===== config.mk =====
export PLATFORM = sky130hd
export DESIGN_NAME = divisor_ctrl
export DESIGN_NICKNAME = d
export VERILOG_FILES = /design/src/rtl/divisor_ctrl.sv
export SDC_FILE = /design/constraint.sdc
export NUM_CORES = 1
export LEC_CHECK = 0
export CAP_MARGIN = 20
export CORE_ASPECT_RATIO = 0.75
export CORE_MARGIN = 1.5
export CORE_UTILIZATION = 49
export CTS_CLUSTER_SIZE = 8
export DETAILED_ROUTE_END_ITERATION = 10
export MAX_ROUTING_LAYER = met4
export PLACE_DENSITY = 0.69
export SYNTH_ARGS = -nofsm -noshare
export SYNTH_HDL_FRONTEND = slang
export SYNTH_SLANG_ARGS = --single-unit

===== constraint.sdc =====
create_clock -name clk_in -period 4.65 [get_ports clk_in]
set_input_delay 0.465 -clock clk_in [delete_from_list [all_inputs] [get_ports clk_in]]
set_output_delay 0.465 -clock clk_in [all_outputs]
set_load 0.03 [all_outputs]

===== src/rtl/divisor_ctrl.sv =====
// divisor_ctrl: run-time programmable clock divider controller.
//   Sequences a period counter (start/stop/retune/one-shot bursts) and
//   produces a one-cycle tick enable plus a 50%-duty square wave clk_out.
//   Retunes received while running are held in a shadow register and only
//   applied on a period boundary, so no short periods are ever produced.
// Optional feature macro: DIVCTRL_ONESHOT_EN enables burst (one-shot) mode;
//   when undefined cfg_mode/cfg_count are ignored and done is tied low.
// Ports:
//   clk_in, rst         clock, asynchronous active-high reset
//   cfg_valid/cfg_ready configuration handshake
//   cfg_div             cycles per tick (0 treated as 1)
//   cfg_mode, cfg_count 0=continuous/1=burst, ticks per burst (0 = 256)
//   start, stop         run control levels
//   tick, clk_out       period enable pulse and square wave
//   busy, done          running flag, end-of-burst pulse
module divisor_ctrl #(
  parameter int unsigned WIDTH       = 27,
  parameter int unsigned DEFAULT_DIV = 50000000
) (
  input  logic             clk_in,
  input  logic             rst,
  input  logic             cfg_valid,
  output logic             cfg_ready,
  input  logic [WIDTH-1:0] cfg_div,
  input  logic             cfg_mode,
  input  logic [7:0]       cfg_count,
  input  logic             start,
  input  logic             stop,
  output logic             tick,
  output logic             clk_out,
  output logic             busy,
  output logic             done
);

  typedef enum logic {S_IDLE, S_RUN} state_e;

  state_e           state_q;
  logic [WIDTH-1:0] cnt_q;
  logic [WIDTH-1:0] div_q;
  logic [WIDTH-1:0] sh_div_q;
  logic             sh_vld_q;
  logic             tick_q;
  logic             clk_out_q;
  logic             busy_q;
  logic             cfg_ready_q;

  logic             accept;
  logic             wrap;
  logic             last_tick;
  logic [WIDTH-1:0] div_in;

`ifdef DIVCTRL_ONESHOT_EN
  logic       mode_q;
  logic [7:0] count_q;
  logic       sh_mode_q;
  logic [7:0] sh_count_q;
  logic [8:0] burst_q;
  logic       done_q;

  // A burst count of 0 stands for 256 ticks.
  function automatic logic [8:0] burst_len(input logic [7:0] c);
    return (c == 8'd0) ? 9'd256 : {1'b0, c};
  endfunction
`else
  logic unused_cfg;
  assign unused_cfg = ^{cfg_mode, cfg_count};
`endif

  always_comb begin
    accept = cfg_valid && cfg_ready_q;
    div_in = (cfg_div == '0) ? WIDTH'(1) : cfg_div;
    wrap   = (cnt_q == (div_q - WIDTH'(1)));
`ifdef DIVCTRL_ONESHOT_EN
    last_tick = mode_q && (burst_q == 9'd1);
`else
    last_tick = 1'b0;
`endif
  end

  always_ff @(posedge clk_in or posedge rst) begin
    if (rst) begin
      state_q     <= S_IDLE;
      cnt_q       <= '0;
      div_q       <= WIDTH'(DEFAULT_DIV);
      sh_div_q    <= '0;
      sh_vld_q    <= 1'b0;
      tick_q      <= 1'b0;
      clk_out_q   <= 1'b0;
      busy_q      <= 1'b0;
      cfg_ready_q <= 1'b0;
`ifdef DIVCTRL_ONESHOT_EN
      mode_q     <= 1'b0;
      count_q    <= 8'd1;
      sh_mode_q  <= 1'b0;
      sh_count_q <= 8'd1;
      burst_q    <= '0;
      done_q     <= 1'b0;
`endif
    end else begin
      tick_q <= 1'b0;
`ifdef DIVCTRL_ONESHOT_EN
      done_q <= 1'b0;
`endif
      unique case (state_q)
        S_IDLE: begin
          cnt_q       <= '0;
          clk_out_q   <= 1'b0;
          busy_q      <= 1'b0;
          cfg_ready_q <= 1'b1;
          sh_vld_q    <= 1'b0;
          if (accept) begin
            div_q <= div_in;
`ifdef DIVCTRL_ONESHOT_EN
            mode_q  <= cfg_mode;
            count_q <= cfg_count;
`endif
          end
          if (start && !stop) begin
            state_q <= S_RUN;
            busy_q  <= 1'b1;
`ifdef DIVCTRL_ONESHOT_EN
            // A config accepted on the start edge governs this run.
            burst_q <= burst_len(accept ? cfg_count : count_q);
`endif
          end
        end

        S_RUN: begin
          if (stop) begin
            state_q     <= S_IDLE;
            cnt_q       <= '0;
            sh_vld_q    <= 1'b0;
            clk_out_q   <= 1'b0;
            busy_q      <= 1'b0;
            cfg_ready_q <= 1'b1;
          end else if (wrap) begin
            cnt_q     <= '0;
            tick_q    <= 1'b1;
            clk_out_q <= ~clk_out_q;
            // Period boundary: pending retune becomes active.
            if (sh_vld_q) begin
              div_q    <= sh_div_q;
              sh_vld_q <= 1'b0;
`ifdef DIVCTRL_ONESHOT_EN
              mode_q  <= sh_mode_q;
              count_q <= sh_count_q;
`endif
            end
            if (last_tick) begin
              state_q     <= S_IDLE;
              busy_q      <= 1'b0;
              clk_out_q   <= 1'b0;
              cfg_ready_q <= 1'b1;
`ifdef DIVCTRL_ONESHOT_EN
              done_q <= 1'b1;
`endif
              // Back in IDLE, so a coincident config loads directly.
              if (accept) begin
                div_q <= div_in;
`ifdef DIVCTRL_ONESHOT_EN
                mode_q  <= cfg_mode;
                count_q <= cfg_count;
`endif
              end
            end else begin
`ifdef DIVCTRL_ONESHOT_EN
              if (sh_vld_q && ((sh_mode_q != mode_q) || (sh_count_q != count_q)))
                burst_q <= burst_len(sh_count_q);
              else if (mode_q)
                burst_q <= burst_q - 9'd1;
`endif
              if (accept) begin
                sh_div_q    <= div_in;
                sh_vld_q    <= 1'b1;
                cfg_ready_q <= 1'b0;
`ifdef DIVCTRL_ONESHOT_EN
                sh_mode_q  <= cfg_mode;
                sh_count_q <= cfg_count;
`endif
              end else begin
                cfg_ready_q <= 1'b1;
              end
            end
          end else begin
            cnt_q <= cnt_q + WIDTH'(1);
            if (accept) begin
              sh_div_q    <= div_in;
              sh_vld_q    <= 1'b1;
              cfg_ready_q <= 1'b0;
`ifdef DIVCTRL_ONESHOT_EN
              sh_mode_q  <= cfg_mode;
              sh_count_q <= cfg_count;
`endif
            end
          end
        end

        default: state_q <= S_IDLE;
      endcase
    end
  end

  assign tick      = tick_q;
  assign clk_out   = clk_out_q;
  assign busy      = busy_q;
  assign cfg_ready = cfg_ready_q;
`ifdef DIVCTRL_ONESHOT_EN
  assign done = done_q;
`else
  assign done = 1'b0;
`endif

endmodule


==> results.json <==
{
  "leakage_nw": 2.36,
  "port_buffers": 35,
  "htreeDepth": 3,
  "drt-total-wl_um": 11700,
  "skew_ns": 0.00989,
  "cts_setup_buffers": 0,
  "vias": 3822,
  "area_growth_pct": 13.7,
  "holdBufCountCts": 0,
  "fp.dieArea_mm2": 0.0114,
  "grtUsageTotal": 0.231,
  "period_needed_ns": 3.97,
  "hold_class": "input port to asynchronous set/reset pin",
  "final_cell_count_no_fill": 661,
  "detail-route-antenna-nets": 0,
  "grt_start_max_net_pins": 60,
  "slew-limit-headroom": 0.475,
  "power_per_cell_area_mw_per_mm2": 381,
  "synth_common_cells": "dfrtp_1, mux2_2, nor2_1",
  "synth_warnings": 0,
  "layout-drive-gt1-share": 0.238,
  "clock.fmax_mhz": 252,
  "synth_nets": 536,
  "synth_cells": 493,
  "crit_slowest_cell": "a21oi_4",
  "power.total_mw": 2.28,
  "synth_top_area_frac": 0.357,
  "core_mm2": 0.0104,
  "seq_area_frac_synth": 0.416,
  "synth_edf_count": 0,
  "worst_slack_ns": 0.684,
  "synth.avg_cell_area_um2": 10.7,
  "synth.distinct_cells": 69,
  "critical_path_required_ns": 4.88,
  "holdWs_ns": 0.346,
  "clock-root-buffer": "clkbuf_16",
  "finish.utilization": 0.577,
  "cts_tree": "done",
  "status": "finished, final reports clean",
  "ir_drop_mv": 0.233,
  "finalHoldViolCount": 0,
  "initialDrtViolationCount": 237,
  "netlist_top_cells_area": "dfrtp_1, mux2_2, dfstp_2",
  "clockBufferDepth": 2,
  "grt-ovfl-total": 0,
  "finalCritPeriodShare": 0.853,
  "rows": 32,
  "yosysMostFrequentCell": "dfrtp_1",
  "placed_area_mm2": 0.00568,
  "syn_area_mm2": 0.00526,
  "fp.dieH_um": 92.8,
  "grt_pass1_wl_um": 19500,
  "grt_antenna_before_repair": 0,
  "worstSetupPathType": "flip-flop to flip-flop",
  "ys.flop_type": "dfrtp_1",
  "slowest_delay_ns": 0.65,
  "yosys.area.top_type": "dfrtp_1",
  "layout.nets": 563,
  "routabilityCongestion": 0.892,
  "timing.final.max_slew_violations": 0,
  "dp_cells": 644,
  "path_delay_family": "compound AO/OA/AOI/OAI gates",
  "ys_ff_latch": 87,
  "drc": 0,
  "cts_buffers": 9,
  "chipWidth_um": 123,
  "final_area_mm2": 0.00598,
  "clock_latency_ns": 0.34,
  "diodes": 0,
  "vias_per_cell": 5.78,
  "worst_setup_path_start_kind": "flip-flop",
  "hpwl_um": 8520,
  "synthArstFlopShare": 1.00,
  "drv_cap": 0,
  "final-setup-viol-count": 0,
  "worst_pin_slew_ns": 0.786,
  "rsz0062_at_grt": "no",
  "path_max_fanout": 20,
  "worst_setup_path_end_kind": "flip-flop",
  "cts_sinks": 87,
  "dp_worst_setup_slack_ns": 0.654,
  "io_pins": 46,
  "cp.buffers_inverters": 2,
  "fin_setup_tns_ns": 0,
  "arrival_ns": 4.19,
  "worstPathCellList": "inv_1, ha_1, nor4b_1, nand3_1, o31ai_1, a31oi_1, a21oi_1, nor3_4, a21oi_4, buf_4, mux2_4",
  "wire_per_inst_um": 17.7,
  "drt-pass1-iter-count": 4,
  "grt_pass1_vias": 3645,
  "initial_core_util": 0.508,
  "clk_pin_slew_ns": 0.06,
  "cts_resized": 0
}
[power by group]
group	internal [mW]	total, mW	switching (mW)
logic	0.298	0.544	0.246
registers	0.898	1.05	0.157
clock network	0.366	0.680	0.314
total	1.56	2.28	0.717
[final cells by class]
class | instances | area, um^2
clock buffers | 10 | 229
clock inverters | 6 | 43.8
fillers | 899 | 4390
inverters | 10 | 38.8
multi-input cells | 369 | 2880
flip-flops and latches | 87 | 2190
well taps | 136 | 170
repair buffers | 43 | 430
[state kept, by name, indices dropped and copies added, names as in the netlist]
name and cells:
tick 1, clk_out 1, cfg_ready 1, state_q 1
sh_vld_q 1, cnt_q 27, busy 1, sh_div_q 27
div_q 27
[layout by cell type, fill, tap and decap left out, types with 5 or more instances in the layout]
master | netlist | routed
nor4_1 | 15 | 15
dfstp_2 | 12 | 12
clkdlybuf4s50_1 | 0 | 35
mux2i_1 | 8 | 8
nor2b_1 | 5 | 5
and3_1 | 7 | 7
o21ai_0 | 7 | 7
nand3_1 | 18 | 18
dfrtp_1 | 75 | 75
nor3_1 | 16 | 16
or3_1 | 9 | 9
nand2_1 | 17 | 17
inv_1 | 10 | 9
xnor2_1 | 28 | 28
or4_1 | 6 | 6
nand4_1 | 12 | 12
mux2_2 | 57 | 57
xor2_1 | 27 | 27
nor2_1 | 49 | 49
clkbuf_16 | 0 | 9
mux2_4 | 17 | 17
buf_4 | 1 | 7
a21oi_1 | 6 | 6
[per-layer routing]
layer / up-vias / global-route usage / part of all wire
met3: 9 / 0.0486 / 0.044
met5: - / - / 0
met4: 0 / 0.0581 / 0.0089
met2: 86 / 0.312 / 0.42
met1: 1879 / 0.349 / 0.53
li1: 1848 / - / -
[kinds of logic (layout without fill, tap and decap cells)]
kind of cell               count (synthesis)  in the layout  synth area share
and+or+nand+nor                          185            185             0.201
buffers and inverters                     37             69            0.0366
other                                      1              1          0.000712
adders and majority gates                  2              2           0.00475
DFF                                       87             87             0.416
AOI/OAI and AO/OA                         44             44            0.0637
xor gates and xnor gates                  55             55            0.0915
muxes                                     82             82             0.186
[final timing paths]
path | start | slack, ns | cells after the start | end
worst max-delay path | div_q[0] | 0.68 | 11 | div_q[4]
worst min-delay path | rst | 0.35 | 2 | sh_div_q[3]
worst max register to register | div_q[0] | 0.68 | 11 | div_q[4]
worst min register to register | sh_div_q[3] | 0.50 | 1 | sh_div_q[3]
max in group asynchronous | rst | 3.67 | 3 | cnt_q[20]
min in group clk_in | sh_div_q[3] | 0.50 | 1 | sh_div_q[3]
Note: power is estimated with default switching activity, not from simulation.
